$ cat config.mk
export PLATFORM = sky130hd
export DESIGN_NAME = c5_ctrl
export DESIGN_NICKNAME = d
export VERILOG_FILES = /design/src/rtl/c5_ctrl.sv
export SDC_FILE = /design/constraint.sdc
export NUM_CORES = 1
export LEC_CHECK = 0
export ABC_CLOCK_PERIOD_IN_PS = 4700
export BUFFER_PORTS_ARGS = -buffer_cell sky130_fd_sc_hd__buf_2
export CAP_MARGIN = 15
export CORE_ASPECT_RATIO = 0.8
export CORE_MARGIN = 2
export CORE_UTILIZATION = 65
export CTS_BUF_LIST = sky130_fd_sc_hd__clkbuf_4
export CTS_CLUSTER_SIZE = 20
export DETAILED_ROUTE_END_ITERATION = 16
export GPL_TIMING_DRIVEN = 0
export PLACE_DENSITY = 0.87
export SLEW_MARGIN = 20
export SYNTH_ARGS = -nofsm -noshare
export SYNTH_HDL_FRONTEND = slang
export SYNTH_SLANG_ARGS = --single-unit
$ cat constraint.sdc
create_clock -name clk -period 4.7 [get_ports clk]
set_clock_uncertainty 0.1 [all_clocks]
set_input_delay 0.94 -clock clk [delete_from_list [all_inputs] [get_ports clk]]
set_output_delay 0.94 -clock clk [all_outputs]
set_load 0.01 [all_outputs]
$ cat src/rtl/c5_ctrl.sv
// c5_ctrl: sequencer for LeNet conv layer C5 (16x5x5 f5 map -> 120-entry f6 vector).
// Issues one kernel tap per cycle for every output channel and steers the external MAC.
// Ports:
//   clk        rising-edge clock
//   rst        synchronous active-high reset
//   c5_start   start pulse, honoured only while idle
//   f5_raddr   f5 read address (tap index), registered
//   w_raddr    weight read address (oc*TAPS+tap), registered
//   c5_clr     MAC loads instead of accumulating; aligned with tap-0 RAM data
//   c5_acc_en  MAC consumes the current product; aligned with RAM data
//   f6_waddr   f6 write address (output channel), holds between writes
//   f6_wr_en   one-cycle f6 write strobe
//   c5_busy    high while issuing or flushing
//   c5_done    one-cycle end-of-layer pulse
module c5_ctrl #(
   parameter int unsigned OUT_CH   = 120,
   parameter int unsigned TAPS     = 25,
   parameter int unsigned DATA_LAT = 1,
   parameter int unsigned MAC_LAT  = 2
) (
   input  logic        clk,
   input  logic        rst,
   input  logic        c5_start,
   output logic [4:0]  f5_raddr,
   output logic [11:0] w_raddr,
   output logic        c5_clr,
   output logic        c5_acc_en,
   output logic [6:0]  f6_waddr,
   output logic        f6_wr_en,
   output logic        c5_busy,
   output logic        c5_done
);

   // Stage counts measured from the issue cycle.
   localparam int unsigned AccLen   = 1 + DATA_LAT;
   localparam int unsigned WrLen    = AccLen + MAC_LAT;
   localparam int unsigned FlushLen = DATA_LAT + MAC_LAT + 1;

   typedef enum logic [1:0] {StIdle, StRun, StFlush, StDone} state_e;

   state_e             state_q, state_d;
   logic [4:0]         tap_q, tap_d;
   logic [6:0]         oc_q, oc_d;
   logic [11:0]        wcnt_q, wcnt_d;
   logic [2:0]         flush_q, flush_d;
   logic [6:0]         wr_idx_q;
   logic [4:0]         f5_raddr_q;
   logic [11:0]        w_raddr_q;
   logic [6:0]         f6_waddr_q;
   logic [AccLen-1:0]  acc_v_q;
   logic [AccLen-1:0]  clr_v_q;
   logic [WrLen-1:0]   wr_v_q;

   logic issue, issue_clr, issue_last, start_acc;

   always_comb begin
      state_d    = state_q;
      tap_d      = tap_q;
      oc_d       = oc_q;
      wcnt_d     = wcnt_q;
      flush_d    = flush_q;
      issue      = 1'b0;
      issue_clr  = 1'b0;
      issue_last = 1'b0;
      start_acc  = 1'b0;
      unique case (state_q)
         StIdle: begin
            if (c5_start) begin
               start_acc = 1'b1;
               state_d   = StRun;
               tap_d     = '0;
               oc_d      = '0;
               wcnt_d    = '0;
            end
         end
         StRun: begin
            issue      = 1'b1;
            issue_clr  = (tap_q == 5'd0);
            issue_last = (tap_q == 5'(TAPS - 1));
            wcnt_d     = wcnt_q + 12'd1;
            if (tap_q == 5'(TAPS - 1)) begin
               tap_d = '0;
               if (oc_q == 7'(OUT_CH - 1)) begin
                  state_d = StFlush;
                  flush_d = '0;
               end else begin
                  oc_d = oc_q + 7'd1;
               end
            end else begin
               tap_d = tap_q + 5'd1;
            end
         end
         StFlush: begin
            // Wait for the final MAC result to be written before signalling done.
            if (flush_q == 3'(FlushLen - 1)) begin
               state_d = StDone;
            end else begin
               flush_d = flush_q + 3'd1;
            end
         end
         StDone: state_d = StIdle;
         default: state_d = StIdle;
      endcase
   end

   always_ff @(posedge clk) begin
      if (rst) begin
         state_q    <= StIdle;
         tap_q      <= '0;
         oc_q       <= '0;
         wcnt_q     <= '0;
         flush_q    <= '0;
         wr_idx_q   <= '0;
         f5_raddr_q <= '0;
         w_raddr_q  <= '0;
         f6_waddr_q <= '0;
         acc_v_q    <= '0;
         clr_v_q    <= '0;
         wr_v_q     <= '0;
      end else begin
         state_q <= state_d;
         tap_q   <= tap_d;
         oc_q    <= oc_d;
         wcnt_q  <= wcnt_d;
         flush_q <= flush_d;
         acc_v_q <= {acc_v_q[AccLen-2:0], issue};
         clr_v_q <= {clr_v_q[AccLen-2:0], issue_clr};
         wr_v_q  <= {wr_v_q[WrLen-2:0], issue_last};
         if (issue) begin
            f5_raddr_q <= tap_q;
            w_raddr_q  <= wcnt_q;
         end
         // Channel index advances one stage ahead so it lines up with the write strobe.
         if (start_acc) begin
            wr_idx_q <= '0;
         end else if (wr_v_q[WrLen-2]) begin
            f6_waddr_q <= wr_idx_q;
            wr_idx_q   <= wr_idx_q + 7'd1;
         end
      end
   end

   assign f5_raddr  = f5_raddr_q;
   assign w_raddr   = w_raddr_q;
   assign f6_waddr  = f6_waddr_q;
   assign c5_acc_en = acc_v_q[AccLen-1];
   assign c5_clr    = clr_v_q[AccLen-1];
   assign f6_wr_en  = wr_v_q[WrLen-1];
   assign c5_busy   = (state_q == StRun) || (state_q == StFlush);
   assign c5_done   = (state_q == StDone);

endmodule

Yosys cells after proc, flatten, opt, wreduce, memory -nomap -nowiden:

Index checks and enable logic that the tools add are counted.

* bits in registers: 68
* latch bits: 0
* RAM bits: 0
* memory bits (read-only): 0
* input port bits: 3
* memories kept: 0

* add/sub/neg operators: 5
* multiply operators: 0
* div/mod/pow operators: 0
* $lt $le $gt $ge: 0
* equal/unequal tests: 12
* shift operators: 0
* muxes and demuxes: 21
* bitwise operators: 2
* reductions and logical operators: 12

Operator list (number)
* $pmux 12 s2: 1
* $mux 7: 3
* $add 7x1->7 const B: 2
* $pmux 7 s2: 1
* $add 12x1->12 const B: 1
* $mux 12: 1
* $ne 2x2->1 const B: 6
* $reduce_and 4->1: 3
* $mux 5: 2
* $pmux 5 s2: 1
* $mux 3: 3
* $mux 2: 4
* $pmux 2 s4: 1
* $eq 7x7->1 const B: 1
* $pmux 3 s2: 1
* $add 5x1->5 const B: 1
* $eq 5x5->1 const B: 1
* $logic_not 5->1: 1
* $eq 2x2->1 const B: 2
* $reduce_and 2->1: 2
* $reduce_bool 2->1: 2
* $reduce_or 2->1: 2
* $add 3x1->3 const B: 1
* $eq 3x2->1 const B: 1
* 5 further kinds: 8

Depth between registers and ports, before layout:

Gate-level depths: netlist (run 1).

* depth after elaboration: 4
* gate-level depth with buffers: 7
* gate-level depth less buffers: 6

Worst setup path after synthesis (run 1):

OpenSTA, ideal clock, no wires.

* kind: input-to-reg
* start: in c5_start
* end: reg tap_q[4]
* library setup time: 0.134 ns
* data arrival time: 1.699 ns
* required time: 4.466 ns
* setup slack: 2.767 ns
* cell stages on the path: 5
* path buffers: 1
* cells stage by stage: nand2b_1 and3_1 buf_2 a41oi_1 a311oi_1

* word-level cells in the longest chain between the ends: 2

Ends and longest elaborated chain
* start: declaration: line 23 `input logic c5_start,`
* $ne 2x2->1 (no line)
* $reduce_and 2->1 (no line)
* end signal: assignment: line 122 `tap_q <= tap_d;`
* end: declaration: line 42 `logic [4:0] tap_q, tap_d;`

Every way passes these cells.
A chain may end at the register's enable or synchronous reset.

Worst setup path after layout (run 1):

* start: reg state_q[0]
* end: out c5_busy

* word-level cells in the longest chain between the ends: 2
* elaborated cells on any way between the ends: 3
* those cells by class: eq/ne (2); reduce/logical (1)

Ends and longest elaborated chain
* start: declaration: line 41 `state_e state_q, state_d;`
* start signal: assignment: line 108 `state_q <= StIdle;`
* start signal: assignment: line 121 `state_q <= state_d;`
* $eq 2x1->1 / $eq 2x2->1 (equally long branches): line 149 `assign c5_busy = (state_q == StRun) || (state_q == StFlush);`
* $logic_or 1x1->1 *: line 149
* end: declaration: line 30 `output logic c5_busy,`

Mark *: on every way between the ends. The rest lies on a longest branch, timed or not.

==> PnR_summary.wiki, run 1 <==
{| class="wikitable"
! Metric !! Value
|-
| Run status || finished, final reports clean
|-
| Hold path startpoint || clr_v_q[0]
|-
| Delay-heaviest family, CP || flip-flops
|-
| Number of buffer and inverter stages on the critical path || 2
|-
| WS Path Type || reg -> out
|-
| Maximum number of pins on one net before global-route repair || 11
|-
| Cell row count || 21
|-
| Global-route total usage across every layer || 24.9%
|-
| Post-synthesis cell type count || 49
|-
| Chain of cells forming the critical path || inv_1 -> ha_1 -> buf_2
|-
| Number of detailed-routing iterations run before antenna repair || 4
|-
| First-pass GRT wire length || just under 10000 µm
|-
| Post-CTS setup buffer count || 0
|-
| Clock transition at the registers of the reported paths || 0.10 ns
|-
| Worst Hold Class || reg -> reg
|-
| Start of the worst register-to-register path || tap_q[0]
|-
| Placed cells || 395
|-
| Clock sink count || just under 70
|-
| Number of buffers added on ports || 31
|-
| Clock tree from TritonCTS || yes
|-
| Buffers from clock root to sink, at most || 2
|-
| Half-perimeter wire length of the detailed placement result || 3970 µm
|-
| Fin. Hold Viols || 0
|-
| # DRC || 0
|-
| Total negative setup slack || 0 ns
|-
| Worst Tran Pin Value || between 0.5 and 0.6 ns
|-
| Number of cells produced by synthesis || roughly 310
|-
| Cell with the largest stage delay on the worst path || sky130_fd_sc_hd__dfxtp_1
|-
| RSZ-0062 raised after global routing || no
|-
| Starting utilization of the core area || 68.9%
|-
| Sequential share of the synthesized area || a little under half
|-
| Final instance count without filler cells || about 410
|-
| Latest clock arrival within the worst-skew pair || about 0.41 ns
|-
| Initial antenna violation count || 0
|-
| Max VDD drop || about 0.23 mV
|-
| Max transition margin || 63.8%
|-
| Number of CTS-inserted buffers || 9
|-
| Clk Tree Root Cell || sky130_fd_sc_hd__clkbuf_4
|-
| PD cells || ~390 nW/µm²
|-
| Standard cell area after detailed placement || around 3200 µm²
|-
| Syn-to-layout area delta || 11.1%
|-
| Total via count in the routed design || between 2000 and 2500
|-
| Critical path launch point type || register
|-
| I/O pin cnt || 32
|-
| Worst path required time || 3.66 ns
|-
| Height of the die || 64.3 µm
|-
| Minimum clock period after layout || 2.37 ns
|-
| Routability Congestion || ~0.88
|-
| Number of endpoints failing setup at the final stage || 0
|-
| Max Slew Vio Count || 0
|-
| Ant. Diodes || 0
|-
| Final core utilization || around 77%
|-
| Die boundary width || about 80 µm
|-
| Layout Nets || 363
|-
| Final worst-path setup slack || 2.33 ns
|-
| Warning count from the yosys run || 0
|-
| Area of the die || roughly 5100 µm²
|-
| Count of nets left with antenna violations after detail routing || 0
|-
| Fmax || between 400 and 500 MHz
|-
| Post-route fraction of the period consumed by the critical path || ~51%
|-
| Drt initial violations || approximately 110
|-
| Synthesized cell area || about 3000 µm²
|-
| Overflow left after global routing || 0
|-
| Total of flip-flops plus latches after synthesis || roughly 70
|-
| Post-detailed-route wirelength per cell || approximately 14 µm
|-
| Leakage power || between 1 and 1.5 nW
|-
| Biggest fanout along the worst timing path || 4
|-
| Vias in the first global route || about 2200
|-
| Count of max-cap constraint violations || 0
|-
| Worst setup path start || state_q[0]
|-
| Clock H-tree levels || 3
|-
| Number of resized instances in the post-cts repair step || 0
|-
| Arrival time at the worst endpoint || ~1.3 ns
|-
| Pre-CTS setup slack || 2.42 ns
|-
| Largest stage delay, worst path || 0.40 ns
|-
| Endpoint kind of the worst setup timing path || output pin
|-
| Average instance area after synthesis || between 9 and 10 µm²
|-
| Total Routed Length || between 5000 and 6000 µm
|-
| Syn Nets || 321
|-
| Floorplan Core Area || between 4000 and 5000 µm²
|-
| Detailed-route vias per instance || ~5.7
|-
| Fraction of final layout cells sized beyond drive strength 1 || roughly 17%
|-
| Layout Cell Area excl Fill || between 3000 and 4000 µm²
|-
| Number of hold buffers added after CTS || 0
|}
-- logic make-up after synthesis --
group,Yosys count,share of synthesized area [%]
flip-flops,68,46.1
buffers and inverters,27,4.03
AO/OA/AOI/OAI,48,12.0
multiplexers,27,9.20
adder cells (fa/ha/maj),11,4.66
AND/OR/NAND/NOR,114,20.4
XOR/XNOR,12,3.56
-- through the flow --
| step | power (mW) | hold WS, ns |
|---|---|---|
| floorplan | 0.904 | 0.314 |
| global placement | 0.975 | 0.317 |
| detailed placement | 0.989 | 0.325 |
| CTS | 1.29 | 0.349 |
| global route | 1.35 | 0.370 |
| finish | 1.28 | 0.344 |
-- layer usage --
metal  global-route usage [%]  part of all wire [%]  vias up
li1                         -                     -     1169
met1                     32.2                    46     1115
met2                     38.7                    47       50
met3                     8.05                   5.0       14
met4                     9.70                   1.8        0
met5                        0                     0        -
-- registers in the layout, summed over array words and instances (netlist names), 3 cells and up --
register,cells
f5_raddr,5
wr_idx_q,7
w_raddr,12
wr_v_q,4
f6_waddr,7
tap_q,5
wcnt_q,12
oc_q,7
flush_q,3
-- cell type report --
class | count | area [µm²]
Buffer | 17 | 81.3
Clock buffer | 11 | 82.6
Clock inverter | 5 | 18.8
Fill cell | 295 | 1000
Inverter | 10 | 37.5
Multi-Input combinational cell | 212 | 1470
Sequential cell | 68 | 1360
Tap cell | 57 | 71.3
Timing Repair Buffer | 31 | 155
-- cells in the mapped netlist (all sizes together) --
library cell	n	area, µm²
a32oi	1	8.76
a21boi	1	7.51
a21oi	13	65.1
and4b	1	10.0
nor2	45	169
o22ai	2	12.5
ha	11	138
o211ai	1	7.51
o2bb2ai	1	8.76
nand2	16	60.1
o21ai	9	45.0
and4	3	26.3
nand2b	5	31.3
nor2b	6	37.5
buf	10	55.1
inv	10	37.5
a41oi	2	17.5
a31o	1	8.76
nor3	5	25.0
o21ba	1	10.0
a311oi	2	17.5
a31oi	2	12.5
a22o	1	8.76
nand3	7	35.0
or3	4	25.0
nand4b	5	58.8
and3	3	18.8
a211o	2	20.0
o31ai	3	36.3
mux2i	26	260
mux2	1	11.3
nor4	2	27.5
a221oi	1	26.3
a211oi	1	7.51
a21o	2	15.0
nor3b	1	7.51
nand3b	2	15.0
dfxtp	68	1360
xor2	8	70.1
clkbuf	7	26.3
and2	1	6.26
xnor2	4	35.0
o31a	2	17.5
nand4	8	50.1
-- final timing paths --
kind,slack [ns],endpoint,depth (start not counted)
worst min-delay path,0.34,clr_v_q[1],1
worst max register to register,2.68,oc_q[6],6
worst min register to register,0.34,clr_v_q[1],1
worst max-delay path,2.33,c5_busy,3
-- report_power, final --
part	switching [mW]	total, mW	internal (mW)
registers	0.0182	0.616	0.598
logic	0.231	0.364	0.133
clock network	0.190	0.303	0.112
total	0.439	1.28	0.843
-- cells in the final DEF (no fill, tap or decap), types with 7 or more instances in the layout --
master	count
sky130_fd_sc_hd__dfxtp_1	68
sky130_fd_sc_hd__nor2_1	45
sky130_fd_sc_hd__buf_2	39
sky130_fd_sc_hd__mux2i_1	26
sky130_fd_sc_hd__nand2_1	16
sky130_fd_sc_hd__a21oi_1	13
sky130_fd_sc_hd__ha_1	11
sky130_fd_sc_hd__clkbuf_4	11
sky130_fd_sc_hd__inv_1	10
sky130_fd_sc_hd__o21ai_0	9
sky130_fd_sc_hd__nand4_1	8
sky130_fd_sc_hd__xor2_1	8
sky130_fd_sc_hd__clkbuf_1	7
sky130_fd_sc_hd__nand3_1	7
Note: power is estimated with default switching activity, not from simulation.
==> run 2: changes to the inputs <==
ABC_CLOCK_PERIOD_IN_PS = 2300   (was 4700)
CORE_UTILIZATION = 60   (was 65)
PLACE_DENSITY = 0.81   (was 0.87)
clock period = 2.3 ns   (was 4.7 ns; I/O delays follow)
==> run 2 against run 1 <==
- die area up 7.9%
- sequential cell count unchanged
- critical path depth increased by 4
- core utilization down 4.8 points
- first-iteration DRC count shrank 29%
- register-to-register slack got worse by 2.4 ns
- clock power rose to 2.9 times the previous value
- clock-buffer cell count stayed put
- cell area up 1.9%
- non-clock buffer count unchanged
==> PnR_summary.wiki, run 2 (synthesized netlist as in run 1, its figures left out) <==
{| class="wikitable"
! Metric !! Value
|-
| Met3 GRT Util || just under 8%
|-
| Total Routed Length || between 5000 and 6000 µm
|-
| Number of buffers added on ports || 31
|-
| Syn-to-layout area delta || 13.2%
|-
| Total via count in the routed design || about 2300
|-
| Final core utilization || 71.8%
|-
| Fraction of final layout cells sized beyond drive strength 1 || between 10% and 20%
|-
| Commonest cells after routing, fill and taps aside || 68 x sky130_fd_sc_hd__dfxtp_1, 45 x sky130_fd_sc_hd__nor2_1, 39 x sky130_fd_sc_hd__buf_2
|-
| Clock sink count || 68
|-
| Biggest fanout along the worst timing path || 7
|-
| Post-detailed-route wirelength per cell || 14.0 µm
|-
| Hold path startpoint || clr_v_q[0]
|-
| Number of hold buffers added after CTS || 0
|-
| RSZ-0062 raised after global routing || no
|-
| Most frequent standard cell in the layout excluding fill and tap cells || sky130_fd_sc_hd__dfxtp_1
|-
| Worst Tran Pin Value || ~0.56 ns
|-
| Start of the worst register-to-register path || state_q[0]
|-
| Global-route total usage across every layer || approximately a quarter
|-
| Largest stage delay, worst path || approximately 0.41 ns
|-
| Routing usage on met2 || approximately 40%
|-
| Delay-heaviest family, CP || simple AND/OR/NAND/NOR gates
|-
| Minimum clock period after layout || 2.02 ns
|-
| Fill cell total of the finished layout || 370
|-
| Die boundary width || slightly above 80 µm
|-
| Worst path required time || between 2 and 3 ns
|-
| Fin. Hold Viols || 0
|-
| Post-route fraction of the period consumed by the critical path || 87.9%
|-
| Arrival time at the worst endpoint || about 2.2 ns
|-
| Run status || finished, final reports clean
|-
| Vias in the first global route || 2187
|-
| Endpoint, Worst Hold || clr_v_q[1]
|-
| Clock transition at the registers of the reported paths || 0.10 ns
|-
| Maximum number of pins on one net before global-route repair || 12
|-
| WS Path Type || reg -> reg
|-
| Number of buffer and inverter stages on the critical path || 2
|-
| Ant. Diodes || 0
|-
| Initial antenna violation count || 0
|-
| Max VDD drop || roughly 0.55 mV
|-
| I/O pin cnt || 32
|-
| Half-perimeter wire length of the detailed placement result || between 4000 and 5000 µm
|-
| Drt initial violations || 75
|-
| # DRC || 0
|-
| Most Used Layer, Global Route || met2
|-
| Floorplan Core Area || 4650 µm²
|-
| Total negative setup slack || 0 ns
|-
| Count of nets left with antenna violations after detail routing || 0
|-
| Worst Hold Class || reg -> reg
|-
| Number of detailed-routing iterations run before antenna repair || 4
|-
| Clock tree from TritonCTS || yes
|-
| First-pass GRT wire length || 10000 µm
|-
| Number of endpoints failing setup at the final stage || 0
|-
| Number of cells traversed by the worst hold path || 1
|-
| Buffers from clock root to sink, at most || 2
|-
| Count of max-cap constraint violations || 0
|-
| Cell with the largest stage delay on the worst path || sky130_fd_sc_hd__dfxtp_1
|-
| Met1 capacity usage during global routing || 30.2%
|-
| Clock H-tree levels || 3
|-
| Leakage power || 1.31 nW
|-
| Number of resized instances in the post-cts repair step || 0
|-
| Capture point of the worst reg-to-reg path || tap_q[3]
|-
| Chain of cells forming the critical path || inv_1 -> ha_1 -> nand2b_1 -> and3_1 -> buf_2 -> a41oi_1 -> a311oi_1
|-
| Fmax || around 490 MHz
|-
| Worst R2R Setup Slack || approximately 0.28 ns
|-
| Post-CTS setup buffer count || 0
|-
| Max transition margin || a little over three fifths
|-
| Layout Nets || roughly 360
|-
| Height of the die || 66.7 µm
|-
| Max Slew Vio Count || 0
|-
| Cell row count || 22
|-
| Overflow left after global routing || 0
|-
| Detailed-route vias per instance || 5.61
|-
| PD cells || ~860 nW/µm²
|-
| Latest clock arrival within the worst-skew pair || roughly 0.41 ns
|-
| Starting utilization of the core area || 63.4%
|-
| Area of the die || approximately 5500 µm²
|-
| Clk Tree Root Cell || sky130_fd_sc_hd__clkbuf_4
|-
| Critical path launch point type || register
|-
| Routability Congestion || roughly 0.86
|-
| Count of cells along the worst register-to-register path || 7
|-
| Worst setup path start || state_q[0]
|-
| Number of CTS-inserted buffers || 9
|-
| Endpoint kind of the worst setup timing path || register
|}
[run 2: changes by cell type in the layout (fill, tap and decap cells not counted)]
cell | before | now
sky130_fd_sc_hd__clkinv_1 | 5 | 1
sky130_fd_sc_hd__bufinv_16 | 0 | 2
sky130_fd_sc_hd__clkinvlp_4 | 0 | 1
sky130_fd_sc_hd__clkinv_2 | 0 | 1
[run 2: how the worst max path moves through the flow]
| stage | cells past startpoint | endpoint | slack (ns) |
|---|---|---|---|
| finish | 7 | tap_q[3] | 0.28 |
| global route | 7 | tap_q[3] | 0.09 |
| CTS | 7 | tap_q[3] | 0.29 |
| detailed placement | 6 | wcnt_q[6] | 0.31 |
| global placement | 6 | wcnt_q[6] | 0.35 |
| floorplan | 6 | oc_q[2] | 0.57 |
[run 2: area by class of cell]
class	instances	area [µm²]	area share, %
inverters	10	37.5	1.12
repair buffers	31	155	4.65
flip-flops and latches	68	1360	40.8
clock buffers	11	82.6	2.47
clock inverters	5	76.3	2.29
multi-input cells	212	1470	44.0
plain buffers	17	81.3	2.44
well taps	60	75.1	2.25
[run 2: routing by layer]
layer,wire length [µm],vias to the layer above
li1,-,1167
met1,2730,1109
met2,2770,36
met3,214,11
met4,76,0
met5,0,-
[run 2: stage by stage]
| step | power, mW | hold WS (ns) | instances | worst slack (ns) | cell area, µm² |
|---|---|---|---|---|---|
| 2_1_floorplan | 1.85 | 0.314 | 307 | 0.567 | 2950 |
| 3_3_place_gp | 2.00 | 0.317 | 398 | 0.354 | 3180 |
| 3_5_place_dp | 2.02 | 0.333 | 398 | 0.308 | 3180 |
| 4_1_cts | 2.90 | 0.364 | 414 | 0.287 | 3340 |
| 5_1_grt | 3.03 | 0.372 | 414 | 0.0858 | 3340 |
| 6_report | 2.88 | 0.359 | 414 | 0.277 | 3340 |
[run 2: where the power goes]
part	switching (mW)	total (mW)	internal (mW)
Combinational	0.473	0.747	0.273
Sequential	0.0349	1.26	1.22
Clock	0.413	0.874	0.460
Total	0.922	2.88	1.96
[run 2: worst reg2reg max path, stage by stage, from the launching register on]
cell,delay (ns)
sky130_fd_sc_hd__dfxtp_1,0.41
sky130_fd_sc_hd__inv_1,0.09
sky130_fd_sc_hd__ha_1,0.31
sky130_fd_sc_hd__nand2b_1,0.26
sky130_fd_sc_hd__and3_1,0.20
sky130_fd_sc_hd__buf_2,0.16
sky130_fd_sc_hd__a41oi_1,0.14
sky130_fd_sc_hd__a311oi_1,0.27
